File: src/rtl/im2col_stream.sv
// im2col_stream
//   Buffers a CHANNELS x IN_H x IN_W feature map written element by element,
//   then streams one flattened KERNEL x KERNEL patch per output position with
//   stride and zero padding. The order is channel innermost, then x, then y.
//   Each patch goes out through a valid/ready handshake.
//
// Ports
//   clk, rst        clock, asynchronous active-high reset
//   write_en/x/y/c  element write into the buffer (ignored while busy)
//   write_data      element value
//   start           begin a frame (sampled in IDLE only)
//   busy            frame in progress (LOAD/OUTPUT)
//   done            one-cycle pulse after the final patch handshake
//   out_valid       patch available; out_ready accepts it
//   out_data        patch, element (i*K+j) at [(i*K+j)*DWIDTH +: DWIDTH]
//   out_x/y/c       output position and channel of the patch
//   out_last        final patch of the frame
module im2col_stream #(
   parameter int IN_W     = 8,
   parameter int IN_H     = 8,
   parameter int CHANNELS = 2,
   parameter int KERNEL   = 3,
   parameter int STRIDE   = 1,
   parameter int PAD      = 1,
   parameter int DWIDTH   = 8,
   localparam int XW = (IN_W > 1) ? $clog2(IN_W) : 1,
   localparam int YW = (IN_H > 1) ? $clog2(IN_H) : 1,
   localparam int CW = (CHANNELS > 1) ? $clog2(CHANNELS) : 1,
   localparam int PW = DWIDTH * KERNEL * KERNEL
) (
   input  logic              clk,
   input  logic              rst,
   input  logic              write_en,
   input  logic [XW-1:0]     write_x,
   input  logic [YW-1:0]     write_y,
   input  logic [CW-1:0]     write_c,
   input  logic [DWIDTH-1:0] write_data,
   input  logic              start,
   output logic              busy,
   output logic              done,
   output logic              out_valid,
   input  logic              out_ready,
   output logic [PW-1:0]     out_data,
   output logic [15:0]       out_x,
   output logic [15:0]       out_y,
   output logic [15:0]       out_c,
   output logic              out_last
);

   localparam int OUT_W = (IN_W + 2*PAD - KERNEL) / STRIDE + 1;
   localparam int OUT_H = (IN_H + 2*PAD - KERNEL) / STRIDE + 1;
   localparam int MAXD  = (IN_W > IN_H) ? IN_W : IN_H;
   // Two spare bits: one for sign, one of headroom, so -PAD never aliases.
   localparam int CRDW  = $clog2(MAXD + 2*PAD) + 2;

   localparam logic signed [CRDW-1:0] STRIDE_S = CRDW'(STRIDE);
   localparam logic signed [CRDW-1:0] PAD_S    = CRDW'(PAD);
   localparam logic signed [CRDW-1:0] IN_W_S   = CRDW'(IN_W);
   localparam logic signed [CRDW-1:0] IN_H_S   = CRDW'(IN_H);
   localparam logic [CRDW-1:0]        LAST_X   = CRDW'(OUT_W - 1);
   localparam logic [CRDW-1:0]        LAST_Y   = CRDW'(OUT_H - 1);
   localparam logic [CW-1:0]          LAST_C   = CW'(CHANNELS - 1);
   localparam logic [XW:0]            IN_W_U   = IN_W[XW:0];
   localparam logic [YW:0]            IN_H_U   = IN_H[YW:0];
   localparam logic [CW:0]            CH_U     = CHANNELS[CW:0];

   typedef enum logic [1:0] {S_IDLE, S_LOAD, S_OUTPUT, S_DONE} state_t;

   state_t            state;
   logic [CRDW-1:0]   cnt_x, cnt_y;
   logic [CW-1:0]     cnt_c;
   logic              is_last;
   logic [PW-1:0]     patch_p0;
   logic [DWIDTH-1:0] mem [CHANNELS][IN_H][IN_W];

   assign out_x   = 16'(cnt_x);
   assign out_y   = 16'(cnt_y);
   assign out_c   = 16'(cnt_c);
   assign is_last = (cnt_x == LAST_X) && (cnt_y == LAST_Y) && (cnt_c == LAST_C);

   // Buffer is frozen while a frame is being streamed.
   always_ff @(posedge clk) begin
      if (write_en && !busy && ({1'b0, write_x} < IN_W_U) &&
          ({1'b0, write_y} < IN_H_U) && ({1'b0, write_c} < CH_U))
         mem[write_c][write_y][write_x] <= write_data;
   end

   // ---- stage p0: gather the padded window for (cnt_x, cnt_y, cnt_c) ----
   always_comb begin : gather
      logic signed [CRDW-1:0] row;
      logic signed [CRDW-1:0] col;
      patch_p0 = '0;
      row      = '0;
      col      = '0;
      for (int i = 0; i < KERNEL; i++) begin
         for (int j = 0; j < KERNEL; j++) begin
            row = $signed(cnt_y) * STRIDE_S + CRDW'(i) - PAD_S;
            col = $signed(cnt_x) * STRIDE_S + CRDW'(j) - PAD_S;
            if (!row[CRDW-1] && (row < IN_H_S) && !col[CRDW-1] && (col < IN_W_S))
               patch_p0[(i*KERNEL+j)*DWIDTH +: DWIDTH] =
                  mem[cnt_c][row[YW-1:0]][col[XW-1:0]];
         end
      end
   end

   // ---- stage p1: control FSM, patch register and handshake ----
   always_ff @(posedge clk or posedge rst) begin
      if (rst) begin
         state     <= S_IDLE;
         busy      <= 1'b0;
         done      <= 1'b0;
         out_valid <= 1'b0;
         out_last  <= 1'b0;
         out_data  <= '0;
         cnt_x     <= '0;
         cnt_y     <= '0;
         cnt_c     <= '0;
      end else begin
         done <= 1'b0;
         unique case (state)
            S_IDLE: begin
               if (start) begin
                  cnt_x <= '0;
                  cnt_y <= '0;
                  cnt_c <= '0;
                  busy  <= 1'b1;
                  state <= S_LOAD;
               end
            end
            S_LOAD: begin
               out_data  <= patch_p0;
               out_last  <= is_last;
               out_valid <= 1'b1;
               state     <= S_OUTPUT;
            end
            S_OUTPUT: begin
               if (out_ready) begin
                  out_valid <= 1'b0;
                  out_last  <= 1'b0;
                  if (is_last) begin
                     busy  <= 1'b0;
                     done  <= 1'b1;
                     state <= S_DONE;
                  end else begin
                     // Channel innermost, then x, then y.
                     if (cnt_c == LAST_C) begin
                        cnt_c <= '0;
                        if (cnt_x == LAST_X) begin
                           cnt_x <= '0;
                           cnt_y <= cnt_y + 1'b1;
                        end else begin
                           cnt_x <= cnt_x + 1'b1;
                        end
                     end else begin
                        cnt_c <= cnt_c + 1'b1;
                     end
                     state <= S_LOAD;
                  end
               end
            end
            S_DONE: begin
               state <= S_IDLE;
            end
         endcase
      end
   end

endmodule

File: config.mk
export PLATFORM = sky130hd
export DESIGN_NAME = im2col_stream
export DESIGN_NICKNAME = d
export VERILOG_FILES = /design/src/rtl/im2col_stream.sv
export SDC_FILE = /design/constraint.sdc
export NUM_CORES = 2
export LEC_CHECK = 0
export ABC_AREA = 0
export ABC_CLOCK_PERIOD_IN_PS = 6800
export CAP_MARGIN = 20
export CORE_ASPECT_RATIO = 1.75
export CORE_UTILIZATION = 25
export CTS_BUF_LIST = sky130_fd_sc_hd__clkbuf_16
export CTS_CLUSTER_DIAMETER = 100
export DETAILED_ROUTE_END_ITERATION = 10
export PLACE_DENSITY_LB_ADDON = 0.12
export RECOVER_POWER = 25
export SLEW_MARGIN = 10
export SYNTH_ARGS = -nofsm -noshare
export SYNTH_HDL_FRONTEND = slang
export SYNTH_SLANG_ARGS = --single-unit
export TNS_END_PERCENT = 1
File: constraint.sdc
create_clock -name clk -period 6.8 [get_ports clk]
set_input_delay 1.7 -clock clk [delete_from_list [all_inputs] [get_ports clk]]
set_output_delay 1.7 -clock clk [all_outputs]
set_load 0.01 [all_outputs]
==> impl_metrics.json <==
{
  "status": "finished with violations",
  "violations": "capacitance limit, slew limit",
  "grt_start_max_net_pins": 99,
  "yosysWarnings": 0,
  "synth-seq-area-share": 0.580,
  "vias": 36700,
  "post-route-util": 0.288,
  "htreeDepth": 3,
  "gp_congestion": 0.974,
  "postLayoutSetupSlackWorst_ns": 1.53,
  "die_w_um": 363,
  "overflow": 0,
  "firstDrtPassIters": 8,
  "p_per_area_nw_per_um2": 335,
  "worst_slew_pin_slew_ns": 4.12,
  "synth-async-reset-ratio": 0.0816,
  "grt_setup_unrepaired": "false",
  "period_minus_slack_ns": 5.27,
  "io_pins": 144,
  "die_h_um": 633,
  "track_usage": 0.224,
  "cts.clk_slew.worst_paths_ns": 0.06,
  "synthFlopType": "edfxtp_1",
  "clock_latency_ns": 0.79,
  "power_mw": 21.8,
  "cp.required_ns": 7.25,
  "cts_tree": "built",
  "grt_pass1_wl_um": 348000,
  "drc_errors": 0,
  "antenna_found_initial": 11,
  "final.period_utilization": 0.776,
  "nNetsFinal": 3682,
  "row_count": 231,
  "crit_fanout": 68,
  "ys_ff_latch": 1115,
  "arrival_ns": 5.72,
  "path_delay_family": "buffers and inverters",
  "cap_violations": 12,
  "drt_iter0_drc": 3689,
  "netlist_instances": 3571,
  "syn_to_final_growth_pct": 14.4,
  "setup.worst_path.start": "write_data[5]",
  "cts_max_path_buffers": 3,
  "preCtsSetupSlack_ns": 1.85,
  "setup_viol": 0,
  "crit_buf_inv": 2,
  "antenna_left": 0,
  "cpPeakStageDelay_ns": 2.75,
  "fillers": 22500,
  "avgSynthCellArea_sq_um": 15.9,
  "wl_per_cell_um": 38.2,
  "ys_types": 72,
  "worstHoldStart": "out_valid$_DFFE_PP0P_",
  "path_class": "in -> reg",
  "r2r_setup_slack_ns": 2.36,
  "max_slew_margin": -1.75,
  "cts_setup_buffers": 0,
  "cts_sinks": 1115,
  "start_kind": "input port",
  "synth_edf_count": 1024,
  "r2r_start": "cnt_y[0]$_DFFE_PP0P_",
  "fmax_mhz": 190,
  "viasPerCell": 5.42,
  "drive_gt1_frac": 0.250,
  "hold_viol_final": 0,
  "cp_slowest_cell": "clkbuf_1",
  "fin_setup_tns_ns": 0,
  "initial_core_util": 0.252,
  "power_leakage_nw": 20.4,
  "postCtsHoldBufs": 0,
  "core_area_sq_um": 226000,
  "dp_hpwl_um": 191000,
  "port_buffers": 108,
  "wl_um": 259000,
  "hp-class": "reg -> reg",
  "cts-root-buf": "clkbuf_16",
  "dieArea_sq_um": 230000,
  "syn_area_sq_um": 56900,
  "end_kind": "register",
  "cp_cell_sequence": "clkbuf_1 > buf_4",
  "ir_worst_vdd_mv": 0.205,
  "cts-resized-gates": 0,
  "cts_made_buffers": 109,
  "grt_pass1_vias": 37200,
  "drv_slew": 646,
  "skew_ns": 0.0508
}
## through the flow
stage          std cells  hold WS (ns)  area (sq um)
5_1_grt             6781         0.573         65100
2_1_floorplan       3605         0.511         57100
3_5_place_dp        6574         0.547         61500
4_1_cts             6778         0.557         65100
6_report            6784         0.555         65100
3_3_place_gp        6568         0.541         61400
## power by group
part | switching [mW] | leakage (nW) | internal [mW]
clock network | 2.97 | 1.82 | 3.42
logic | 4.38 | 8.22 | 3.04
registers | 0.371 | 10.4 | 7.62
## flip-flops by register name, indices dropped and copies added, names as in the netlist
signal	cells
busy	1
cnt_c	1
cnt_x	6
cnt_y	6
done	1
mem	1024
out_data	72
out_last	1
out_valid	1
state	2
## cell usage in the layout, fill, tap and decap left out, types with 12 or more instances in the layout
master / count
o221ai_1: 63
a221oi_1: 48
inv_1: 23
clkbuf_1: 12
mux4_2: 539
or3_1: 13
clkinv_1: 16
o22ai_1: 49
o31ai_1: 21
a21oi_1: 79
nor2_1: 233
mux2_2: 42
a22o_1: 37
nand2_1: 301
edfxtp_1: 1024
bufinv_16: 12
nand2b_1: 24
buf_4: 136
a22oi_1: 108
nand3_1: 53
conb_1: 35
clkbuf_16: 109
clkdlybuf4s50_1: 98
o21ai_0: 97
a211oi_1: 19
a31oi_1: 15
clkinv_2: 27
mux2i_1: 172
dfrtp_1: 85
nor3_1: 21
nor2b_1: 14
o211ai_1: 30
## kinds of logic (layout without fill, tap and decap cells)
family / count (synthesis) / after routing / share of synthesized area
AO/OA/AOI/OAI: 637 / 637 / 0.0797
adder cells (fa/ha/maj): 4 / 4 / 0.000879
buffers and inverters: 332 / 478 / 0.0321
AND/OR/NAND/NOR: 722 / 722 / 0.0541
multiplexers: 753 / 753 / 0.252
XOR/XNOR: 7 / 7 / 0.00108
other: 1 / 39 / 0.0000659
flip-flops: 1115 / 1115 / 0.580
## metal layers
metal  routed length, um  global-route usage  vias to the layer above  part of all wire
li1                    -                   -                    15000                 -
met1               97400               0.261                    20000              0.38
met2              133000               0.395                     1463              0.51
met3               12300              0.0284                      354             0.047
met4               17100               0.128                        0             0.066
met5                   0                   0                        -                 0
## layout make-up
type / instances / area, sq um / area share
diodes: 4 / 10.0 / 0.000154
flip-flops and latches: 1115 / 33000 / 0.508
repair buffers: 256 / 2210 / 0.0339
multi-input cells: 2158 / 22300 / 0.343
inverters: 18 / 71.3 / 0.00110
well taps: 3029 / 3790 / 0.0582
clock buffers: 109 / 2730 / 0.0419
clock inverters: 95 / 908 / 0.0140
## cells in the mapped netlist, types with 5 or more instances
library cell	count	area, sq um
o22ai_1	49	307
buf_2	51	255
mux2i_1	172	1720
nand2b_1	26	163
a221oi_1	48	420
o221ai_1	63	552
o211ai_1	30	225
o31ai_1	21	158
nand3_1	54	270
a211oi_1	19	143
nor3_1	22	110
buf_1	17	63.8
a22oi_1	108	811
nor2_1	241	905
mux2_2	42	473
a21oi_1	79	395
buf_6	33	372
nor2b_1	14	87.6
buf_4	59	443
a2bb2oi_1	8	70.1
and2_1	10	62.6
or3_1	13	81.3
edfxtp_1	1024	30700
o21ai_0	98	490
a22o_1	37	324
clkbuf_1	150	563
or2_2	5	31.3
nand2_1	303	1140
and3_1	10	62.6
a211o_1	11	96.3
a32o_1	10	100
dfrtp_1	91	2280
inv_1	14	52.6
nand4_1	8	50.1
a31oi_1	15	93.8
mux4_2	539	12100
## worst paths after layout
path	end	depth (start not counted)
worst max-delay path	mem[1][37]$_DFFE_PP_	2
worst min-delay path	out_valid$_DFFE_PP0P_	2
worst max register to register	out_data[7]$_DFFE_PP0P_	10
worst min register to register	out_valid$_DFFE_PP0P_	2
max in group asynchronous	cnt_x[0]$_DFFE_PP0P_	3
min in group asynchronous	out_data[19]$_DFFE_PP0P_	2
Power figures use the tool's default switching activity.
